==> config.mk <==
export PLATFORM = sky130hd
export DESIGN_NAME = pitch_tracker
export DESIGN_NICKNAME = d
export VERILOG_FILES = /design/src/rtl/pitch_tracker.sv
export SDC_FILE = /design/constraint.sdc
export NUM_CORES = 1
export LEC_CHECK = 0
export ABC_AREA = 1
export BUFFER_PORTS_ARGS = -buffer_cell sky130_fd_sc_hd__buf_2
export CAP_MARGIN = 30
export CELL_PAD_IN_SITES_DETAIL_PLACEMENT = 2
export CELL_PAD_IN_SITES_GLOBAL_PLACEMENT = 2
export CORE_MARGIN = 5
export CORE_UTILIZATION = 37
export DETAILED_ROUTE_END_ITERATION = 7
export PLACE_DENSITY = 0.91
export SYNTH_ARGS = -nofsm -noshare
export SYNTH_HDL_FRONTEND = slang
export SYNTH_SLANG_ARGS = --single-unit
==> constraint.sdc <==
create_clock -name clk -period 9.1 [get_ports clk]
set_clock_uncertainty 0.2 [all_clocks]
set_input_delay 1.365 -clock clk [delete_from_list [all_inputs] [get_ports clk]]
set_output_delay 1.365 -clock clk [all_outputs]
set_load 0.005 [all_outputs]
==> src/rtl/pitch_tracker.sv <==
// Pitch tracker: hysteretic zero-crossing period measurement, windowed averaging,
// and semitone/octave classification with a stability hold before reporting.
module pitch_tracker #(
    parameter int unsigned clk_mhz   = 50,
    parameter int unsigned W_MIC     = 24,
    parameter int unsigned W_CNT     = 20,
    parameter int unsigned HYST      = 16,
    parameter int unsigned AVG_LOG2  = 2,
    parameter int unsigned TOL_PCT   = 3,
    parameter int unsigned N_OCT     = 3,
    parameter int unsigned HOLD_LOG2 = 20
) (
    input  logic                                       clk,
    input  logic                                       rst_n,
    input  logic signed [W_MIC-1:0]                    mic,
    output logic                                       note_vld,
    output logic [3:0]                                 note_idx,
    output logic [((N_OCT > 1) ? $clog2(N_OCT) : 1)-1:0] note_oct,
    output logic                                       note_chg,
    output logic [W_CNT-1:0]                           period_avg
);

    localparam int unsigned OW    = (N_OCT > 1) ? $clog2(N_OCT) : 1;
    localparam int unsigned NPW   = (AVG_LOG2 > 0) ? AVG_LOG2 : 1;
    localparam int unsigned W_ACC = W_CNT + AVG_LOG2;
    localparam int unsigned N_CLS = 12 * N_OCT;

    localparam logic signed [W_MIC-1:0] HYST_POS = W_MIC'(HYST);
    localparam logic signed [W_MIC-1:0] HYST_NEG = -HYST_POS;
    localparam logic [W_CNT-1:0]        CNT_SAT  = '1;
    localparam logic [NPW-1:0]          LAST_PER = NPW'(2 ** AVG_LOG2 - 1);
    localparam logic [HOLD_LOG2-1:0]    HOLD_MAX = '1;

    // ------------------------------------------------------------------
    // Crossing detector
    // ------------------------------------------------------------------
    typedef enum logic {
        SEEK_NEG = 1'b0,
        SEEK_POS = 1'b1
    } xing_state_t;

    xing_state_t state, state_nxt;
    logic        xing;

    always_ff @(posedge clk) begin
        if (!rst_n) begin
            state <= SEEK_NEG;
        end else begin
            state <= state_nxt;
        end
    end

    always_comb begin
        state_nxt = state;
        case (state)
            SEEK_NEG: if (mic <= HYST_NEG) state_nxt = SEEK_POS;
            SEEK_POS: if (mic >= HYST_POS) state_nxt = SEEK_NEG;
            default:  state_nxt = SEEK_NEG;
        endcase
    end

    always_comb begin
        xing = (state == SEEK_POS) && (mic >= HYST_POS);
    end

    // ------------------------------------------------------------------
    // Period counter and averaging window
    // ------------------------------------------------------------------
    logic [W_CNT-1:0] cnt;
    logic [W_CNT-1:0] cnt_inc;
    logic             silent;
    logic             first_seen;
    logic [W_ACC-1:0] acc;
    logic [W_ACC-1:0] acc_sum;
    logic [NPW-1:0]   n_per;
    logic             win_bad_acc;
    logic             per_sat;
    logic             win_done;
    logic             win_bad;

    // The recorded period includes the crossing cycle itself, so a wave with
    // crossings N cycles apart measures exactly N.
    always_comb begin
        cnt_inc = (cnt == CNT_SAT) ? cnt : cnt + 1'b1;
        silent  = (cnt == CNT_SAT);
        per_sat = (cnt_inc == CNT_SAT);
        acc_sum = acc + W_ACC'(cnt_inc);
    end

    always_ff @(posedge clk) begin
        if (!rst_n) begin
            cnt         <= '0;
            first_seen  <= 1'b0;
            acc         <= '0;
            n_per       <= '0;
            win_bad_acc <= 1'b0;
            win_done    <= 1'b0;
            win_bad     <= 1'b0;
            period_avg  <= '0;
        end else begin
            win_done <= 1'b0;
            if (xing) begin
                cnt <= '0;
                if (!first_seen) begin
                    first_seen <= 1'b1;
                end else if (n_per == LAST_PER) begin
                    period_avg  <= W_CNT'(acc_sum >> AVG_LOG2);
                    win_done    <= 1'b1;
                    win_bad     <= win_bad_acc | per_sat;
                    acc         <= '0;
                    n_per       <= '0;
                    win_bad_acc <= 1'b0;
                end else begin
                    acc         <= acc_sum;
                    n_per       <= n_per + 1'b1;
                    win_bad_acc <= win_bad_acc | per_sat;
                end
            end else if (silent) begin
                first_seen  <= 1'b0;
                acc         <= '0;
                n_per       <= '0;
                win_bad_acc <= 1'b0;
            end else begin
                cnt <= cnt_inc;
            end
        end
    end

    // ------------------------------------------------------------------
    // Classification against elaboration-time period bands
    // ------------------------------------------------------------------
    function automatic longint unsigned f100(input int unsigned n);
        case (n)
            0:       return 64'd26163;
            1:       return 64'd27718;
            2:       return 64'd29366;
            3:       return 64'd31113;
            4:       return 64'd32963;
            5:       return 64'd34923;
            6:       return 64'd36999;
            7:       return 64'd39200;
            8:       return 64'd41530;
            9:       return 64'd44000;
            10:      return 64'd46616;
            default: return 64'd49388;
        endcase
    endfunction

    function automatic longint unsigned nominal(input int unsigned n, input int unsigned k);
        return (64'(clk_mhz) * 64'd100_000_000) / (f100(n) << k);
    endfunction

    logic [63:0]      avg64;
    logic [N_CLS-1:0] match;

    always_comb begin
        avg64 = 64'(period_avg);
    end

    for (genvar g = 0; g < N_CLS; g++) begin : g_cls
        localparam longint unsigned P  = nominal(g % 12, g / 12);
        localparam longint unsigned LO = P * (100 - TOL_PCT) / 100;
        localparam longint unsigned HI = P * (100 + TOL_PCT) / 100;
        assign match[g] = (avg64 > LO) && (avg64 < HI);
    end

    logic          cls_hit;
    logic [3:0]    cls_idx;
    logic [OW-1:0] cls_oct;

    // Index order is octave-major, so the first hit is lowest octave, then lowest note.
    always_comb begin
        cls_hit = 1'b0;
        cls_idx = '0;
        cls_oct = '0;
        for (int unsigned i = 0; i < N_CLS; i++) begin
            if (match[i] && !cls_hit) begin
                cls_hit = 1'b1;
                cls_idx = 4'(i % 12);
                cls_oct = OW'(i / 12);
            end
        end
    end

    // ------------------------------------------------------------------
    // Candidate register and stability hold
    // ------------------------------------------------------------------
    logic                 cand_vld, cand_vld_nxt;
    logic [3:0]           cand_idx, cand_idx_nxt;
    logic [OW-1:0]        cand_oct, cand_oct_nxt;
    logic                 cand_chg;
    logic [HOLD_LOG2-1:0] hold_cnt;

    always_comb begin
        cand_vld_nxt = cand_vld;
        cand_idx_nxt = cand_idx;
        cand_oct_nxt = cand_oct;
        if (silent || (win_done && (win_bad || !cls_hit))) begin
            cand_vld_nxt = 1'b0;
            cand_idx_nxt = '0;
            cand_oct_nxt = '0;
        end else if (win_done) begin
            cand_vld_nxt = 1'b1;
            cand_idx_nxt = cls_idx;
            cand_oct_nxt = cls_oct;
        end
        cand_chg = {cand_vld_nxt, cand_idx_nxt, cand_oct_nxt} != {cand_vld, cand_idx, cand_oct};
    end

    always_ff @(posedge clk) begin
        if (!rst_n) begin
            cand_vld <= 1'b0;
            cand_idx <= '0;
            cand_oct <= '0;
            hold_cnt <= '0;
        end else begin
            cand_vld <= cand_vld_nxt;
            cand_idx <= cand_idx_nxt;
            cand_oct <= cand_oct_nxt;
            if (cand_chg) begin
                hold_cnt <= '0;
            end else if (hold_cnt != HOLD_MAX) begin
                hold_cnt <= hold_cnt + 1'b1;
            end
        end
    end

    always_ff @(posedge clk) begin
        if (!rst_n) begin
            note_vld <= 1'b0;
            note_idx <= '0;
            note_oct <= '0;
            note_chg <= 1'b0;
        end else begin
            note_chg <= 1'b0;
            if (hold_cnt == HOLD_MAX) begin
                note_vld <= cand_vld;
                note_idx <= cand_idx;
                note_oct <= cand_oct;
                note_chg <= {cand_vld, cand_idx, cand_oct} != {note_vld, note_idx, note_oct};
            end
        end
    end

endmodule

Word level (Yosys, flattened, before mapping) --
Index checks and enable logic that the tools add are counted.
Operators by class: add/subtract/negate cells 4, order comparisons 74, equal/unequal tests 8, multiplexer cells 119, bitwise logic cells 3, reduce and logical (&&, ||, !) cells 118
Operators with widths (number):
- $gt A20 B16 Y1 const B | 12
- $gt A20 B17 Y1 const B | 12
- $lt A20 B16 Y1 const B | 12
- $lt A20 B17 Y1 const B | 12
- $lt A20 B18 Y1 const B | 8
- $mux W4 | 36
- $gt A20 B18 Y1 const B | 7
- $gt A20 B15 Y1 const B | 5
- $mux W22 | 4
- $lt A20 B15 Y1 const B | 4
- $logic_and A1 B1 Y1 | 73
- $eq A20 B20 Y1 const B | 3
- $mux W2 | 29
- $mux W1 | 48
- $add A20 B1 Y20 const B | 2
- $logic_not A1 Y1 | 36
- $ge A24 B6 Y1 const B | 1
- $le A24 B5 Y1 const B | 1
- $add A22 B20 Y22 | 1
- $mux W20 | 1
- $ne A20 B20 Y1 const B | 1
- $ne A7 B7 Y1 | 2
- $reduce_and A3 Y1 | 2
- $reduce_and A2 Y1 | 2
- 9 further kinds | 12
Word-level totals: bits in registers 104, bits of input ports 26, output and inout port bits 28

Longest topological paths before layout --
Gate-level depths: netlist of run 1.
depth in word-level cells 115, depth in mapped cells 38, mapped depth without buffers 37

Least setup slack after synthesis of run 1 --
No wires, ideal clock.
path type flip-flop to flip-flop, start point reg cnt[1], end point reg acc[20], library setup time 71 ps, data arrival time 4354 ps, required time 8829 ps, slack 4476 ps, cell stages (with the launch flop) 37, cell sequence dfxtp_1 ha_1 inv_1 nor2_1 nand3_1 nor4_1 inv_1 nor2_1 nand2_1 inv_1 nor2_1 inv_1 nand2_1 inv_1 ha_1 inv_1 fa_1 o31ai_1 nand2_1 nand2_1 a21oi_1 o21ai_0 nand3_1 nand2_1 nand3_1 nand2_1 nand3_1 nand2_1 nand3_1 nand2_1 nand3_1 nand2_1 a21oi_1 o21ai_0 xor2_1 nand2_1 a21oi_1
On the way: word-level cells in the longest chain between the ends 6, elaborated cells between the ends (all ways) 9
Ends and longest elaborated chain:
- start: declaration | line 69 | logic [W_CNT-1:0] cnt;
- start signal: assignment | line 124 | cnt <= cnt_inc;
- $eq A20 B20 Y1 | line 84 | cnt_inc = (cnt == CNT_SAT) ? cnt : cnt + 1'b1;
- $mux W20 | line 84
- via cnt_inc[0] | line 70 | logic [W_CNT-1:0] cnt_inc;
- $add A22 B20 Y22 | line 87 | acc_sum = acc + W_ACC'(cnt_inc);
- $mux W22 | line 106 | end else if (n_per == LAST_PER) begin
- $mux W22 | line 104 | if (!first_seen) begin
- $mux W22 | line 102 | if (xing) begin
- end signal: assignment | line 114 | acc <= acc_sum;
- end: declaration | line 73 | logic [W_ACC-1:0] acc;
The timed path passes the listed nets, and every way through them passes these cells. The select of a mux whose other input is x is not followed. A chain may end at the register's enable or synchronous reset.

Final worst setup path of run 1 --
start point reg period_avg[11], end point reg hold_cnt[5]
On the way: word-level cells in the longest chain between the ends 115, elaborated cells between the ends (all ways) 284
Ends and longest elaborated chain:
- start: declaration | line 20 | output logic [W_CNT-1:0] period_avg
- start signal: assignment | line 107 | period_avg <= W_CNT'(acc_sum >> AVG_LOG2);
- $gt A20 B18 Y1 or $lt A20 B18 Y1 (tied branches) | line 164 | assign match[g] = (avg64 > LO) && (avg64 < HI);
- $logic_and A1 B1 Y1 | line 164
- $mux W1 | line 177 | if (match[i] && !cls_hit) begin
- $logic_not A1 Y1 | line 177
- $logic_and A1 B1 Y1 | line 177
- $mux W1 | line 177
- $logic_not A1 Y1 | line 177
- $logic_and A1 B1 Y1 | line 177
- [99 not listed]
- $mux W1 | line 177
- $logic_not A1 Y1 | line 198 | if (silent || (win_done && (win_bad || !cls_hit))) begin
- $logic_or A1 B1 Y1 | line 198
- $logic_and A1 B1 Y1 | line 198
- $logic_or A1 B1 Y1 | line 198
- $mux W2, or another cell as far along | line 198
- $ne A7 B7 Y1 * | line 207 | cand_chg = {cand_vld_nxt, cand_idx_nxt, cand_oct_nxt} != {cand_vld, cand_idx, cand_oct};
- $reduce_or A2 Y1 (no source line) *
- end signal: assignment | line 223 | hold_cnt <= hold_cnt + 1'b1;
- end: declaration | line 192 | logic [HOLD_LOG2-1:0] hold_cnt;
Every way passes the cells marked *; elsewhere a longest branch is shown, timed or not.

==> out/metrics.yaml, run 1 <==
yosysWarningCount: 0
yosysUniqueCellTypes: 59
powerDensity_nw_per_um2: 91.8
syn_to_final_growth_pct: 9.29
clk_path_buf_depth: 2
vdd_drop_max_uv: 80.3
ys.flop_type: "dfxtp_1"
gp_congestion: 1.09
initial_core_util_pct: 37.7
grtUsageTotal_pct: 41.7
worstPathArrival_ns: 7.12
rows: 58
leakage_nw: 4.80
numPortBuffers: 53
synth_area_um2: 9510
antenna_found_initial: 4
first_iter_violations: 1139
drc: 0
cts_buffers: 9
hp-start: "acc[14]$_SDFFE_PN0P_"
tightest_slew_ns: 1.11
cts_root_buf: "clkbuf_16"
insertion_delay_ns: 0.38
startpoint: "period_avg[11]$_SDFFE_PN0P_"
grt_setup_unrepaired: "no"
ios: 54
timing.critical_path.mode_cell: "nand2_1"
cts_resized: 0
cap_violations: 0
die_area_um2: 29000
finalSetupViolCount: 0
clock-sinks: 104
startpoint_type: "flip-flop"
finalHoldViolCount: 0
finalCritPeriodShare_pct: 77.6
ant_nets: 0
end_kind: "flip-flop"
synth_area_per_cell_um2: 6.12
coreArea_um2: 25300
cpPeakStageDelay_ns: 0.68
rr_startpoint: "period_avg[11]$_SDFFE_PN0P_"
syn_nets: 1604
synth_seq_cells: 104
mostFrequentLayoutCells: "288 x nand2_1, 231 x nor2_1, 210 x inv_1"
fmax_mhz: 142
grt_start_max_net_pins: 51
vias_per_cell: 6.54
status: "finished, final reports clean"
h-tree-depth: 3
cp.required_ns: 9.16
cp_max_fo: 14
wirelength_mm: 61.6
fillers: 3202
slew_headroom_pct: 25.6
grt_pass1_wl_mm: 90.8
mostFrequentLayoutCell: "nand2_1"
die_h_um: 170
finalSetupTns_ns: 0
post-cts-setup-buffers: 0
grt_pass1_vias: 13744
clk_pin_slew_ns: 0.10
async_flop_share_pct: 0
drive_gt1_share_pct: 11.9
cts_tree: "built"
slew_viol_final: 0
postCtsHoldBufs: 0
period_minus_slack_ns: 7.06
hold_path_class: "reg -> reg"
syn_inst: 1554
crit_type: "reg -> reg"
dp_cells: 1906
hpwlAfterDp_mm: 45.5
post_drt_wl_per_cell_um: 32.0
yosysSeqAreaShare_pct: 21.9
num_vias: 12579
overflow: 0
nNetsFinal: 1638
synth_edf_count: 0
crit_slowest_cell: "nor2_2"
first_pass_iters: 6
instances_no_fill: 1923
die-width_um: 170
[kinds of logic after synthesis]
logic type | Yosys count | synth area share, %
AND/OR/NAND/NOR | 802 | 39.8
buffers and inverters | 285 | 11.9
AO/OA/AOI/OAI | 283 | 18.0
flip-flops | 104 | 21.9
XOR/XNOR | 56 | 5.16
adder cells (fa/ha/maj) | 24 | 3.24
[layer usage]
layer | vias to the layer above | share of wire [%] | track usage, %
li1 | 5255 | - | -
met5 | - | 0.062 | 0
met3 | 354 | 8.0 | 8.97
met1 | 6148 | 37 | 47.8
met4 | 6 | 8.9 | 29.5
met2 | 816 | 46 | 69.0
[final cells by class]
| type | instances | area (um^2) | share of cell area [%] |
|---|---|---|---|
| Antenna cell | 1 | 2.50 | 0.0241 |
| Clock inverter | 6 | 73.8 | 0.710 |
| Tap cell | 330 | 413 | 3.97 |
| Inverter | 241 | 905 | 8.70 |
| Clock buffer | 9 | 225 | 2.17 |
| Multi-Input combinational cell | 1165 | 6300 | 60.6 |
| Timing Repair Buffer | 67 | 395 | 3.80 |
| Sequential cell | 104 | 2080 | 20.0 |
[cell usage after synthesis, drive strengths merged (25+ instances only)]
master / count / area, um^2
nand2: 301 / 1180
nor2: 261 / 1100
inv: 238 / 893
dfxtp: 104 / 2080
a21oi: 102 / 514
o21ai: 86 / 438
nand3: 80 / 410
nor3: 66 / 442
nand4: 58 / 422
xor2: 43 / 377
buf: 27 / 163
a211oi: 25 / 188
[path summary, 6_finish.rpt]
check                                  end  depth (start not counted)  slack [ns]
setup reg to reg  hold_cnt[5]$_SDFFE_PP0P_                         33        2.04
hold / removal        acc[14]$_SDFFE_PN0P_                          2        0.29
setup / recovery  hold_cnt[5]$_SDFFE_PP0P_                         33        2.04
hold reg to reg       acc[14]$_SDFFE_PN0P_                          2        0.29
[metrics by stage]
step | util [%] | cell area (um^2) | setup slack [ns] | hold WS (ns) | power, W
2_1_floorplan | - | 9510 | 4.48 | 0.236 | 0.000497
3_3_place_gp | 39.7 | 10000 | 2.51 | 0.243 | 0.000511
3_5_place_dp | 39.9 | 10100 | 2.28 | 0.272 | 0.000518
4_1_cts | 41.1 | 10400 | 2.23 | 0.295 | 0.000945
5_1_grt | 41.2 | 10400 | 1.58 | 0.316 | 0.000966
6_report | 41.2 | 10400 | 2.04 | 0.295 | 0.000954
[report_power, final]
group	total (W)	internal [W]	switching (W)
Sequential	0.000463	0.000458	0.00000458
Combinational	0.0000473	0.0000141	0.0000332
Clock	0.000444	0.000218	0.000226
Total	0.000954	0.000690	0.000264
[critical path: cells and delay by family (launching register included)]
kind | cells | cell delay (ns)
AND/OR/NAND/NOR | 31 | 5.33
flip-flops | 1 | 0.62
buffers and inverters | 2 | 0.79
[registers in the layout, summed over array words and instances, names as in the netlist]
signal       flops
acc             22
cnt             20
hold_cnt        20
period_avg      20
cand_idx         4
note_idx         4
cand_oct         2
n_per            2
note_oct         2
cand_vld         1
first_seen       1
note_chg         1
note_vld         1
state            1
win_bad          1
win_bad_acc      1
win_done         1
Power figures use the tool's default switching activity.
==> inputs of run 2 (changes only) <==
--- a/config.mk
+++ b/config.mk
@@ -11,9 +11,9 @@
 export CELL_PAD_IN_SITES_DETAIL_PLACEMENT = 2
 export CELL_PAD_IN_SITES_GLOBAL_PLACEMENT = 2
 export CORE_MARGIN = 5
-export CORE_UTILIZATION = 37
+export CORE_UTILIZATION = 34
 export DETAILED_ROUTE_END_ITERATION = 7
-export PLACE_DENSITY = 0.91
+export PLACE_DENSITY = 0.85
 export SYNTH_ARGS = -nofsm -noshare
 export SYNTH_HDL_FRONTEND = slang
 export SYNTH_SLANG_ARGS = --single-unit
==> constraint.sdc (replaced) <==
create_clock -name clk -period 6.75 [get_ports clk]
set_clock_uncertainty 0.2 [all_clocks]
set_input_delay 1.0125 -clock clk [delete_from_list [all_inputs] [get_ports clk]]
set_output_delay 1.0125 -clock clk [all_outputs]
set_load 0.005 [all_outputs]
==> out/metrics.yaml, run 2 (synthesis gave the netlist of run 1 again) <==
die-width_um: 177  # +4.1%
mostFrequentLayoutCell: "nand2_1"
numPortBuffers: 53  # unchanged
period_minus_slack_ns: 6.26  # -0.797 ns
rows: 61  # +5.2%
gp_congestion: 1.11  # +1.9%
initial_core_util_pct: 34.3  # -3.3 points
die_area_um2: 31400  # +8.3%
status: "finished, final reports clean"
nNetsFinal: 1655  # +1.0%
drive_gt1_share_pct: 13.1  # +1.2 points
drc: 0  # unchanged
pwr-share-seq_pct: 50.2  # +1.7 points
cts_tree: "built"
cap_violations: 0  # unchanged
die_h_um: 177  # +4.1%
largest_reg_flops: 22  # unchanged
grt_pass1_wl_mm: 83.2  # -8.4%
p_sw_share_pct: 27.3  # -0.39 points
overflow: 0  # unchanged
power.internal_w: 0.000904  # +31%
coreArea_um2: 27700  # +9.7%
antenna_found_initial: 0  # -4
clk_path_buf_depth: 2  # unchanged
crit_slowest_cell: "dfxtp_1"
crit_type: "reg -> reg"
cts_root_buf: "clkbuf_16"
slew_headroom_pct: 20.0  # -5.7 points
diodes: 0  # -1
fmax_mhz: 160  # +13%
num_vias: 11835  # -5.9%
timing.critical_path.mode_cell: "nand2_1"
grt_pass1_vias: 12744  # -7.3%
first_pass_iters: 7  # +1
holdWs_ns: 0.287  # -0.00833 ns
finalHoldViolCount: 0  # unchanged
grt_start_max_net_pins: 51  # unchanged
powerDensity_nw_per_um2: 118  # +28%
clock-sinks: 104  # unchanged
syn_to_final_growth_pct: 11.0
fin_area_um2: 10600  # +1.6%
vdd_drop_max_uv: 132  # +65%
cts_buffers: 9  # unchanged
grtUsageTotal_pct: 35.2  # -6.5 points
mostFrequentLayoutCells: "288 x nand2_1, 231 x nor2_1, 209 x inv_1"
finalCritPeriodShare_pct: 92.8  # +15 points
clk_pin_slew_ns: 0.08  # -0.02 ns
ant_nets: 0  # unchanged
clkPwrFrac_pct: 44.8  # -1.7 points
share_comb_of_total_power_pct: 5.0  # about the same
first_iter_violations: 825  # -28%
hold_path_class: "reg -> reg"
cp.required_ns: 6.84  # -2.32 ns
h-tree-depth: 3  # unchanged
post_drt_wl_per_cell_um: 28.0  # -13%
wirelength_mm: 55.7  # -9.6%
worstPathArrival_ns: 6.35  # -0.77 ns
finalSetupViolCount: 0  # unchanged
slew_viol_final: 0  # unchanged
insertion_delay_ns: 0.37  # about the same
tightest_slew_ns: 1.17  # +0.0652 ns
p_switching_w: 0.000339  # +28%
leakage_nw: 4.87  # +1.6%
cp_max_fo: 6  # -8
ios: 54  # unchanged
hpwlAfterDp_mm: 43.8  # -3.9%
cpPeakStageDelay_ns: 0.45  # -0.23 ns
fin_util_pct: 38.1  # -3.1 points
end_kind: "flip-flop"
startpoint_type: "flip-flop"
placed_cell_area_um2: 10200  # +1.5%
regMostFlops: "acc"
vias_per_cell: 5.95  # -9.0%
run 2: metal layers:
layer  vias up  GRT usage [%]  part of all wire [%]
met5         -              0                     0
li1       5279              -                     -
met1      5902           42.4                    40
met3       186           5.23                   5.7
met4         0           20.9                   7.4
met2       468           59.5                    47
run 2: power groups by stage:
stage	combinational, W	clock, W	sequential [W]
5_1_grt	0.0000686	0.000588	0.000624
3_3_place_gp	0.0000538	0	0.000637
6_report	0.0000622	0.000557	0.000624
4_1_cts	0.0000618	0.000567	0.000623
2_1_floorplan	0.0000348	0	0.000635
3_5_place_dp	0.0000587	0	0.000637
run 2: what timing repair did:
item | 4_1_cts | 5_1_grt
setup buffers | 0 | 1
gates resized for setup | 0 | 6
hold buffers | 0 | 0
setup endpoints to repair | 0 | 24
run 2: cell type report:
cell class                      instances  area (um^2)
Timing Repair Buffer                   84          490
Inverter                              241          908
Multi-Input combinational cell       1165         6310
Sequential cell                       104         2080
Clock inverter                          6         50.0
Tap cell                              378          473
Fill cell                            3496        17100
Clock buffer                           10          239
run 2: worst max-delay path: cells and delay by family (launching register included):
family                     cells  cell delay [ns]
and+or+nand+nor               20             2.50
AOI/OAI and AO/OA              8             1.71
buffers and inverters          5             0.57
DFF                            1             0.45
xor gates and xnor gates       1             0.38
adders and majority gates      2             0.37
run 2: path summary, 6_finish.rpt:
path / slack (ns) / endpoint / cells past startpoint / startpoint
setup / recovery: 0.49 / acc[21]$_SDFFE_PN0P_ / 36 / cnt[1]$_SDFFE_PP0N_
hold / removal: 0.29 / acc[17]$_SDFFE_PN0P_ / 2 / acc[17]$_SDFFE_PN0P_
setup reg to reg: 0.49 / acc[21]$_SDFFE_PN0P_ / 36 / cnt[1]$_SDFFE_PP0N_
hold reg to reg: 0.29 / acc[17]$_SDFFE_PN0P_ / 2 / acc[17]$_SDFFE_PN0P_
run 2: per-stage QoR:
| stage | power (W) | setup TNS, ns | setup slack (ns) | cells |
|---|---|---|---|---|
| floorplan | 0.000670 | 0 | 2.13 | 1554 |
| finish | 0.00124 | 0 | 0.485 | 1988 |
| CTS | 0.00125 | 0 | 0.285 | 1987 |
| detailed placement | 0.000696 | 0 | 0.518 | 1971 |
| global placement | 0.000691 | 0 | 0.640 | 1968 |
| global route | 0.00128 | -0.0162 | -0.0162 | 1988 |
==> inputs of run 3 (changes only) <==
--- a/config.mk
+++ b/config.mk
@@ -13,7 +13,7 @@
 export CORE_MARGIN = 5
 export CORE_UTILIZATION = 34
 export DETAILED_ROUTE_END_ITERATION = 7
-export PLACE_DENSITY = 0.85
+export PLACE_DENSITY = 0.88
 export SYNTH_ARGS = -nofsm -noshare
 export SYNTH_HDL_FRONTEND = slang
 export SYNTH_SLANG_ARGS = --single-unit
==> out/metrics.yaml, run 3 (synthesis gave the netlist of run 1 again) <==
slew_viol_final: 0  # unchanged
postCtsHoldBufs: 0  # unchanged
reg2reg_to: "hold_cnt[2]$_SDFFE_PP0P_"
use_met3_pct: 5.73  # +0.49 points
p_sw_share_pct: 29.3  # +2.0 points
diodes: 0  # unchanged
placement.setup.worst_slack_ns: 0.622  # +0.104 ns
die-width_um: 177  # unchanged
first_iter_violations: 1056  # +28%
mostFrequentLayoutCells: "288 x nand2_1, 231 x nor2_1, 210 x inv_1"
startpoint_type: "flip-flop"
coreArea_um2: 27700  # unchanged
h-tree-depth: 3  # unchanged
die_area_um2: 31400  # unchanged
finalSetupTns_ns: 0  # unchanged
largest_reg_flops: 22  # unchanged
end_kind: "flip-flop"
vias_per_cell: 6.06  # +1.7%
startpoint: "period_avg[11]$_SDFFE_PN0P_"
gp_congestion: 1.08  # -3.1%
post-cts-setup-buffers: 0  # unchanged
post_drt_wl_per_cell_um: 30.0  # +7.0%
wirelength_mm: 59.8  # +7.3%
ios: 54  # unchanged
regToRegSetupSlack_ns: 0.23  # -0.25 ns
crit_slowest_cell: "dfxtp_1"
overflow: 0  # unchanged
vdd_drop_max_uv: 144  # +8.6%
insertion_delay_ns: 0.38  # about the same
powerDensity_nw_per_um2: 120  # +2.2%
fin_util_pct: 38.3  # +0.23 points
share_comb_of_total_power_pct: 5.2  # +0.2 points
cts_root_buf: "clkbuf_16"
fillers: 3509  # +0.37%
crit_type: "reg -> reg"
crit_end: "hold_cnt[2]$_SDFFE_PP0P_"
busiest_layer: "met2"
initial_core_util_pct: 34.3  # unchanged
regMostFlops: "acc"
grt_pass1_vias: 13374  # +4.9%
drive_gt1_share_pct: 13.4  # +0.25 points
rows: 61  # unchanged
cp.required_ns: 6.81  # -0.03 ns
syn_to_final_growth_pct: 11.7
numPortBuffers: 53  # unchanged
cap_violations: 0  # unchanged
timing.critical_path.mode_cell: "nor2_1"
worstPathArrival_ns: 6.58  # +0.23 ns
grt_start_max_net_pins: 50  # -2.0%
clk_path_buf_depth: 2  # unchanged
nNetsFinal: 1662  # +0.42%
cpPeakStageDelay_ns: 0.88  # +0.43 ns
tightest_slew_ns: 0.928  # -0.242 ns
leakage_nw: 4.92  # +0.93%
first_pass_iters: 5  # -2
rr_startpoint: "period_avg[11]$_SDFFE_PN0P_"
p_switching_w: 0.000374  # +10%
clkPwrFrac_pct: 46.0  # +1.2 points
power.internal_w: 0.000904  # unchanged
slew_headroom_pct: 38.1  # +18 points
grt_setup_unrepaired: "no"
gr-usage-met2_pct: 64.5  # +5.0 points
finalSetupViolCount: 0  # unchanged
reg2reg_depth: 29  # -19%
use_met1_pct: 43.1  # +0.66 points
ant_nets: 0  # unchanged
hpwlAfterDp_mm: 44.9  # +2.6%
finalHoldViolCount: 0  # unchanged
antenna_found_initial: 0  # unchanged
setup_slack_ns: 0.234  # -0.252 ns
finalCritPeriodShare_pct: 96.5  # +3.7 points
fmax_mhz: 153  # -3.9%
num_vias: 12084  # +2.1%
cp_max_fo: 20  # +14
mostFrequentLayoutCell: "nand2_1"
grtUsageTotal_pct: 37.8  # +2.5 points
hp-start: "acc[17]$_SDFFE_PN0P_"
cts_tree: "built"
drc: 0  # unchanged
clk_pin_slew_ns: 0.10  # +0.02 ns
clock-sinks: 104  # unchanged
period_minus_slack_ns: 6.52  # +0.252 ns
status: "finished, final reports clean"
seqCellArea_um2: 2080  # about the same
pwr-share-seq_pct: 48.9  # -1.3 points
multi_input_area_um2: 6310  # about the same
hold_path_class: "reg -> reg"
die_h_um: 177  # unchanged
grt_pass1_wl_mm: 88.3  # +6.1%
cts_buffers: 9  # unchanged
-- run 3: cell count changes in the layout (fill, tap and decap cells not counted), sizes merged --
cell	before	now
buf	84	91
clkbuf	10	9
clkinvlp	2	0
clkinv	5	6
inv	240	242
-- run 3: worst min-delay path by stage --
stage | end | slack [ns] | cells past startpoint
floorplan | state$_SDFF_PN0_ | 0.24 | 2
global placement | state$_SDFF_PN0_ | 0.25 | 2
detailed placement | acc[17]$_SDFFE_PN0P_ | 0.27 | 2
CTS | acc[17]$_SDFFE_PN0P_ | 0.28 | 2
global route | acc[17]$_SDFFE_PN0P_ | 0.30 | 2
finish | acc[17]$_SDFFE_PN0P_ | 0.28 | 2
-- run 3: final cells by class --
class,instances,share of cell area (%)
well taps,378,4.45
multi-input cells,1165,59.4
clock inverters,7,0.766
clock buffers,9,2.12
flip-flops and latches,104,19.6
repair buffers,91,5.16
inverters,241,8.52
-- run 3: timing repair --
item,in CTS,in global routing
endpoints found under the hold margin,0,0
gates resized for setup,0,3
endpoints found under the setup margin,0,3
-- run 3: metal layers --
layer	vias up	part of all wire [%]
li1	5293	-
met1	6049	39
met2	506	48
met3	236	4.9
met4	0	8.5
met5	-	0
-- run 3: power by group through the flow --
stage                     clock, W  combinational, W  sequential, W
after floorplan                  0         0.0000348       0.000635
after global placement           0         0.0000526       0.000637
after detailed placement         0         0.0000612       0.000638
after CTS                 0.000585         0.0000650       0.000624
after global routing      0.000608         0.0000703       0.000625
final                     0.000588         0.0000661       0.000624
-- run 3: metrics by stage --
stage,power (W),hold slack (ns),instances,instance area (um^2)
global route,0.00130,0.304,1995,10600
CTS,0.00127,0.277,1995,10600
detailed placement,0.000699,0.265,1979,10300
floorplan,0.000670,0.236,1554,9510
finish,0.00128,0.281,1995,10600
global placement,0.000689,0.245,1977,10300
-- run 3: worst max-delay path, delay by kind of cell, from the launching register on --
family | cells | cell delay, ns
AND/OR/NAND/NOR | 21 | 3.25
buffers and inverters | 4 | 1.18
flip-flops | 1 | 0.88
AO/OA/AOI/OAI | 4 | 0.86
